**src/rtl/vision_pkg.sv**
```systemverilog
// Shared definitions for vision stimulus and detection blocks: the pattern
// generator FSM state encoding and default luma levels.
package vision_pkg;

  typedef enum logic [1:0] {
    ST_IDLE   = 2'd0,
    ST_STREAM = 2'd1,
    ST_DONE   = 2'd2
  } zebra_state_e;

  localparam logic [7:0] DEF_WHITE_LEVEL = 8'd255;
  localparam logic [7:0] DEF_BLACK_LEVEL = 8'd16;

  // Band counter width; it saturates at all-ones, which is above any legal
  // 2*stripes (max 30), so saturation never turns a gap into a stripe.
  localparam int BAND_W = 5;

endpackage

```
**src/rtl/zebra_pattern_gen.sv**
```systemverilog
// Zebra stripe test-pattern source. Streams one raster frame of
// IMG_WIDTH x IMG_HEIGHT pixels. Horizontal white stripes of stripe_h rows,
// separated by equal-height gaps, start at row y_top and are limited to the
// column window [x_lo, x_hi]. Everything else is BLACK_LEVEL.
//
// Handshake: a beat transfers on a rising clk edge where y_valid && y_ready.
// y_valid, once raised, stays high until that beat transfers, and y_data,
// y_sof and y_eol are held unchanged while y_valid && !y_ready. Within a
// frame y_valid never drops; it is low for exactly one cycle after the
// last beat of each frame.
module zebra_pattern_gen
  import vision_pkg::*;
#(
  parameter int             IMG_WIDTH   = 320,
  parameter int             IMG_HEIGHT  = 240,
  parameter int             W           = 8,
  parameter logic [W-1:0]   WHITE_LEVEL = W'(DEF_WHITE_LEVEL),
  parameter logic [W-1:0]   BLACK_LEVEL = W'(DEF_BLACK_LEVEL)
) (
  input  logic                          clk,
  input  logic                          rst_n,
  input  logic                          start,
  input  logic                          cfg_continuous,
  input  logic [$clog2(IMG_HEIGHT)-1:0] cfg_y_top,
  input  logic [7:0]                    cfg_stripe_h,
  input  logic [3:0]                    cfg_stripes,
  input  logic [$clog2(IMG_WIDTH)-1:0]  cfg_x_lo,
  input  logic [$clog2(IMG_WIDTH)-1:0]  cfg_x_hi,
  output logic                          y_valid,
  input  logic                          y_ready,
  output logic [W-1:0]                  y_data,
  output logic                          y_sof,
  output logic                          y_eol,
  output logic                          busy,
  output logic                          frame_done,
  output logic [15:0]                   frame_count,
  output logic [1:0]                    dbg_state
);

  localparam int XW = $clog2(IMG_WIDTH);
  localparam int YW = $clog2(IMG_HEIGHT);
  localparam logic [XW-1:0] X_LAST = XW'(IMG_WIDTH - 1);
  localparam logic [YW-1:0] Y_LAST = YW'(IMG_HEIGHT - 1);

  zebra_state_e state_q;

  // Coordinates and band tracking of the pixel currently presented.
  logic [XW-1:0]     x_q, n_x;
  logic [YW-1:0]     y_q, n_y;
  logic              in_q, n_in;       // row is at or below y_top
  logic [7:0]        rib_q, n_rib;     // row index inside current band
  logic [BAND_W-1:0] band_q, n_band;   // band index, saturating

  // Configuration latched at frame start.
  logic          cont_q;
  logic [YW-1:0] y_top_q;
  logic [7:0]    sh_q;                 // never zero: 0 is stored as 1
  logic [3:0]    stripes_q;
  logic [XW-1:0] x_lo_q, x_hi_q;

  // Window/stripe-count source for the next pixel: fresh inputs on a load.
  logic [3:0]    stripes_s;
  logic [XW-1:0] x_lo_s, x_hi_s;

  logic hs, last, load, fin, adv, n_white;

  assign hs   = y_valid && y_ready;
  assign last = (x_q == X_LAST) && (y_q == Y_LAST);
  assign load = ((state_q == ST_IDLE) && start) || ((state_q == ST_DONE) && cont_q);
  assign fin  = (state_q == ST_STREAM) && hs && last;
  assign adv  = load || ((state_q == ST_STREAM) && hs && !last);

  assign stripes_s = load ? cfg_stripes : stripes_q;
  assign x_lo_s    = load ? cfg_x_lo    : x_lo_q;
  assign x_hi_s    = load ? cfg_x_hi    : x_hi_q;

  assign dbg_state = state_q;

  // Next pixel position and band state: frame origin on a load, else the
  // raster successor. Bands advance with a row-in-band counter, no divider.
  always_comb begin
    n_x    = x_q;
    n_y    = y_q;
    n_in   = in_q;
    n_rib  = rib_q;
    n_band = band_q;
    if (load) begin
      n_x    = '0;
      n_y    = '0;
      n_in   = (cfg_y_top == '0);
      n_rib  = '0;
      n_band = '0;
    end else if (x_q == X_LAST) begin
      n_x = '0;
      n_y = y_q + YW'(1);
      if (n_y == y_top_q) begin
        n_in   = 1'b1;
        n_rib  = '0;
        n_band = '0;
      end else if (in_q) begin
        if (rib_q == sh_q - 8'd1) begin
          n_rib = '0;
          if (band_q != '1) n_band = band_q + BAND_W'(1);
        end else begin
          n_rib = rib_q + 8'd1;
        end
      end
    end else begin
      n_x = x_q + XW'(1);
    end
  end

  // Stripe decision for the next pixel: even band, below the stripe limit,
  // inside the column window. An empty window (x_lo > x_hi) never matches.
  always_comb begin
    n_white = n_in && !n_band[0] && (n_band < {stripes_s, 1'b0}) &&
              (n_x >= x_lo_s) && (n_x <= x_hi_s);
  end

  // Frame control FSM with registered status outputs.
  always_ff @(posedge clk or negedge rst_n) begin
    if (!rst_n) begin
      state_q     <= ST_IDLE;
      y_valid     <= 1'b0;
      busy        <= 1'b0;
      frame_done  <= 1'b0;
      frame_count <= '0;
    end else begin
      frame_done <= 1'b0;
      case (state_q)
        ST_IDLE: begin
          if (start) begin
            state_q <= ST_STREAM;
            y_valid <= 1'b1;
            busy    <= 1'b1;
          end
        end
        ST_STREAM: begin
          if (fin) begin
            state_q     <= ST_DONE;
            y_valid     <= 1'b0;
            frame_done  <= 1'b1;
            frame_count <= frame_count + 16'd1;
          end
        end
        ST_DONE: begin
          if (cont_q) begin
            state_q <= ST_STREAM;
            y_valid <= 1'b1;
          end else begin
            state_q <= ST_IDLE;
            busy    <= 1'b0;
          end
        end
        default: begin
          state_q <= ST_IDLE;
          y_valid <= 1'b0;
          busy    <= 1'b0;
        end
      endcase
    end
  end

  // Pixel datapath: latch config on load, step the raster on each accepted
  // beat, park the output at black once the frame completes.
  always_ff @(posedge clk or negedge rst_n) begin
    if (!rst_n) begin
      x_q       <= '0;
      y_q       <= '0;
      in_q      <= 1'b0;
      rib_q     <= '0;
      band_q    <= '0;
      cont_q    <= 1'b0;
      y_top_q   <= '0;
      sh_q      <= 8'd1;
      stripes_q <= '0;
      x_lo_q    <= '0;
      x_hi_q    <= '0;
      y_data    <= BLACK_LEVEL;
      y_sof     <= 1'b0;
      y_eol     <= 1'b0;
    end else begin
      if (load) begin
        cont_q    <= cfg_continuous;
        y_top_q   <= cfg_y_top;
        sh_q      <= (cfg_stripe_h == 8'd0) ? 8'd1 : cfg_stripe_h;
        stripes_q <= cfg_stripes;
        x_lo_q    <= cfg_x_lo;
        x_hi_q    <= cfg_x_hi;
      end
      if (adv) begin
        x_q    <= n_x;
        y_q    <= n_y;
        in_q   <= n_in;
        rib_q  <= n_rib;
        band_q <= n_band;
        y_data <= n_white ? WHITE_LEVEL : BLACK_LEVEL;
        y_sof  <= (n_x == '0) && (n_y == '0);
        y_eol  <= (n_x == X_LAST);
      end else if (fin) begin
        y_data <= BLACK_LEVEL;
        y_sof  <= 1'b0;
        y_eol  <= 1'b0;
      end
    end
  end

endmodule

```
**config.mk**
```make
export PLATFORM = sky130hd
export DESIGN_NAME = zebra_pattern_gen
export DESIGN_NICKNAME = d
export VERILOG_FILES = /design/src/rtl/vision_pkg.sv /design/src/rtl/zebra_pattern_gen.sv
export SDC_FILE = /design/constraint.sdc
export NUM_CORES = 1
export LEC_CHECK = 0
export CORE_ASPECT_RATIO = 0.9
export CORE_MARGIN = 2
export CORE_UTILIZATION = 40
export CTS_BUF_LIST = sky130_fd_sc_hd__clkbuf_2
export DETAILED_ROUTE_END_ITERATION = 12
export HOLD_SLACK_MARGIN = 0.1
export PLACE_DENSITY = 0.63
export SKIP_LAST_GASP = 1
export SYNTH_ARGS = -nofsm -noshare
export SYNTH_HDL_FRONTEND = slang
export SYNTH_SLANG_ARGS = --single-unit
```
**constraint.sdc**
```tcl
create_clock -name clk -period 5.8 [get_ports clk]
set_input_delay 1.16 -clock clk [delete_from_list [all_inputs] [get_ports clk]]
set_output_delay 1.16 -clock clk [all_outputs]
set_load 0.005 [all_outputs]
```
==> flow_metrics.py <==
metrics = {
    "min_path": {
        "worstHoldEndpoint": "frame_count[15]",
        "hp-start": "frame_count[15]",
        "hold_class": "reg -> reg",
        "whs_path_depth": 1,
    },
    "clocking": {
        "cts.root.buffer_cell": "clkbuf_2",
        "post_cts_buffers": 0,
        "clkSinkCount": 94,
        "clockBufferDepth": 2,
        "h-tree-depth": 3,
        "clk_pin_slew_ps": 250,
        "cts_buffers": 9,
        "cts-hold-fix-buffers": 0,
        "cts_tree": "yes",
        "clkLatencyLatePin_ps": 610,
        "post_cts_resize_count": 0,
    },
    "worst_setup_path": {
        "startpoint_type": "primary input",
        "ff2ff_setup_slack_ps": 1880,
        "end_kind": "flip-flop",
        "path_max_fanout": 34,
        "crit_type": "in -> reg",
        "r2r_start": "y_q[0]",
        "cp.arrival_ps": 4500,
        "r2r-end": "y_data[6]",
        "ff2ff_path_depth": 16,
        "critPathRequiredTime_ps": 6370,
    },
    "die": {
        "start_util_pct": 41.03,
        "die_x_um": 127.6,
        "std_cell_rows": 40,
        "num_io_pins": 74,
        "die_area_mm2": 0.01471,
        "core_area_mm2": 0.01341,
        "die_h_um": 115.3,
    },
    "sta": {
        "rsz0062_at_grt": "false",
        "hold_slack_ps": 495.4,
        "finalMaxSlewViolations": 0,
        "relSlewSlack_pct": 41.23,
        "min_period_ps": 3932,
        "setup_viol": 0,
        "fmax_mhz": 254.3,
        "tns_ps": 0,
        "worstMarginPinSlew_ps": 878.3,
        "skew_ps": 36.19,
        "post-route-period-util_pct": 67.79,
        "hold_violations": 0,
    },
    "place": {
        "routabilityCongestion": 0.8604,
        "port_buffers": 72,
        "place_hpwl_um": 9358,
    },
    "yosys": {
        "syn_area_per_cell_um2": 9.233,
        "netlist_instances": 596,
        "synth_ff_type": "dfrtp_1",
        "synth.distinct_cells": 59,
        "muxShareOfSynthArea_pct": 5.298,
        "synth_top_family_by_area": "simple AND/OR/NAND/NOR gates",
        "synth-seq-cells": 94,
        "synth_fa_ha_area_share_pct": 6.139,
        "synth_area_mm2": 0.005503,
        "ys_seq_area_share_pct": 42.77,
        "synth_xor_area_share_pct": 7.958,
        "ys_async_sr_fraction_pct": 100.0,
        "yosys.area_share.simple_pct": 22.51,
        "ys_warn_count": 0,
        "synth_area_leader_cell": "dfrtp_1",
        "synth_edf_count": 0,
        "synth_compound_area_share_pct": 10.44,
        "synth_nets": 666,
        "synth_top_cell_area_share_pct": 42.29,
        "synth.area.top_cells": "dfrtp_1 (42%), nand2_1 (7.0%), ha_1 (6.1%)",
    },
    "detailed_routing": {
        "drc": 0,
        "drt_iter0_markers": 301,
        "ant_nets": 0,
        "wl_um": 12700,
        "vias": 4461,
        "routed_via_density": 5.388,
        "wl_per_cell_um": 15.33,
        "first_pass_iters": 5,
    },
    "outcome": {
        "outcome": "complete, no violations",
    },
    "layout": {
        "final_cell_mix": "nand2_1 (103), dfrtp_1 (93), clkdlybuf4s50_1 (71)",
        "areaGrowthSynthToFinish_pct": 16.33,
        "mostFrequentLayoutCell": "nand2_1",
        "drive_gt1_share_pct": 6.222,
        "fill_cells": 1282,
        "final_nets": 724,
    },
    "pwr": {
        "p_leak_nw": 3.106,
        "power.density_mw_per_mm2": 198.1,
        "vdd.ir_drop.worst_v": 0.0001192,
    },
    "global_routing": {
        "overflow": 0,
        "grt_pass1_vias": 4350,
        "grt_use_total_pct": 18.17,
        "grt_pass1_wl_um": 21330,
        "grt_max_degree": 50,
        "antenna_found_initial": 1,
    },
    "flow_run": {
        "drv_cap": 0,
    },
}
## critical path, stage by stage
cell and delay, ps:
clkdlybuf4s50_1 440, nand2b_1 130, a21o_2 620, nand2_1 390
nor2_1 280, ha_1 280, a211oi_1 270, o21ai_0 140
a221o_1 340, a21oi_1 110, and3_1 160, a32o_1 150
## cell families after synthesis
kind of cell	after synthesis
flops	94
simple gates	249
mux	28
xor+xnor	50
buf+inv	59
other cells	1
fa+ha+maj	27
compound gates	88
## registers in the layout, indices dropped and copies added, names as in the netlist
register,flops
y_data,1
y_valid,1
sh_q,8
in_q,1
frame_done,1
busy,1
cont_q,1
band_q,5
frame_count,16
y_top_q,8
y_q,8
y_sof,1
dbg_state,2
x_hi_q,9
rib_q,8
stripes_q,4
x_q,9
y_eol,1
x_lo_q,9
## cell usage after synthesis (all sizes together), types with 2 or more instances
| cell | number |
|---|---|
| nand2 | 103 |
| dfrtp | 93 |
| nor2 | 34 |
| inv | 30 |
| xnor2 | 30 |
| ha | 27 |
| o21ai | 26 |
| nand3 | 20 |
| xor2 | 20 |
| mux2i | 19 |
| nor3 | 18 |
| and3 | 17 |
| buf | 16 |
| a21oi | 15 |
| clkbuf | 13 |
| nor4 | 12 |
| a21o | 10 |
| mux2 | 9 |
| nand4 | 9 |
| a31oi | 7 |
| nand2b | 7 |
| nor2b | 7 |
| a22o | 5 |
| or3 | 5 |
| o21bai | 4 |
| o22ai | 4 |
| or2 | 4 |
| and2 | 3 |
| nor3b | 3 |
| a221o | 2 |
| a32o | 2 |
| nand3b | 2 |
| o221ai | 2 |
| or4 | 2 |
## worst max path at each step
stage                       from        end  cells past startpoint
after floorplan            start  y_data[6]                     14
after global placement     start  y_data[6]                     14
after detailed placement   start  y_data[6]                     12
after CTS                 y_q[0]  y_data[6]                     16
after global routing      y_q[0]  y_data[6]                     16
final                      start  y_data[6]                     12
## power by group
| group | internal (W) | leakage [nW] | switching, W |
|---|---|---|---|
| Combinational | 0.000122 | 1.85 | 0.000141 |
| Sequential | 0.000688 | 1.19 | 0.0000341 |
| Clock | 0.0000541 | 0.0609 | 0.000229 |
## routing by layer
layer | routed length (µm) | part of all wire, % | global-route usage, %
met1 | 6094 | 48 | 24.72
met2 | 5735 | 45 | 29.41
met3 | 719 | 5.7 | 4.560
met4 | 148 | 1.2 | 4.396
met5 | 0 | 0 | 0
## per-stage QoR
stage	instance area, µm²	util (%)	power, W	worst slack, ps	instances
after floorplan	5503	-	0.0008895	1651	596
after global placement	6314	47.07	0.0009833	1347	811
after detailed placement	6314	47.07	0.0009958	1287	811
after CTS	6399	47.71	0.001284	1910	827
after global routing	6401	47.72	0.001351	1437	828
final	6401	47.72	0.001268	1868	828
## area by class of cell
class	count	area [µm²]	share of cell area, %
multi-input cells	443	2889	45.13
repair buffers	76	748.2	11.69
inverters	30	112.6	1.759
clock inverters	7	40.04	0.6255
flip-flops and latches	94	2354	36.77
clock buffers	9	45.04	0.7037
diodes	1	2.502	0.03909
well taps	168	210.2	3.284
Note: power is estimated with default switching activity, not from simulation.
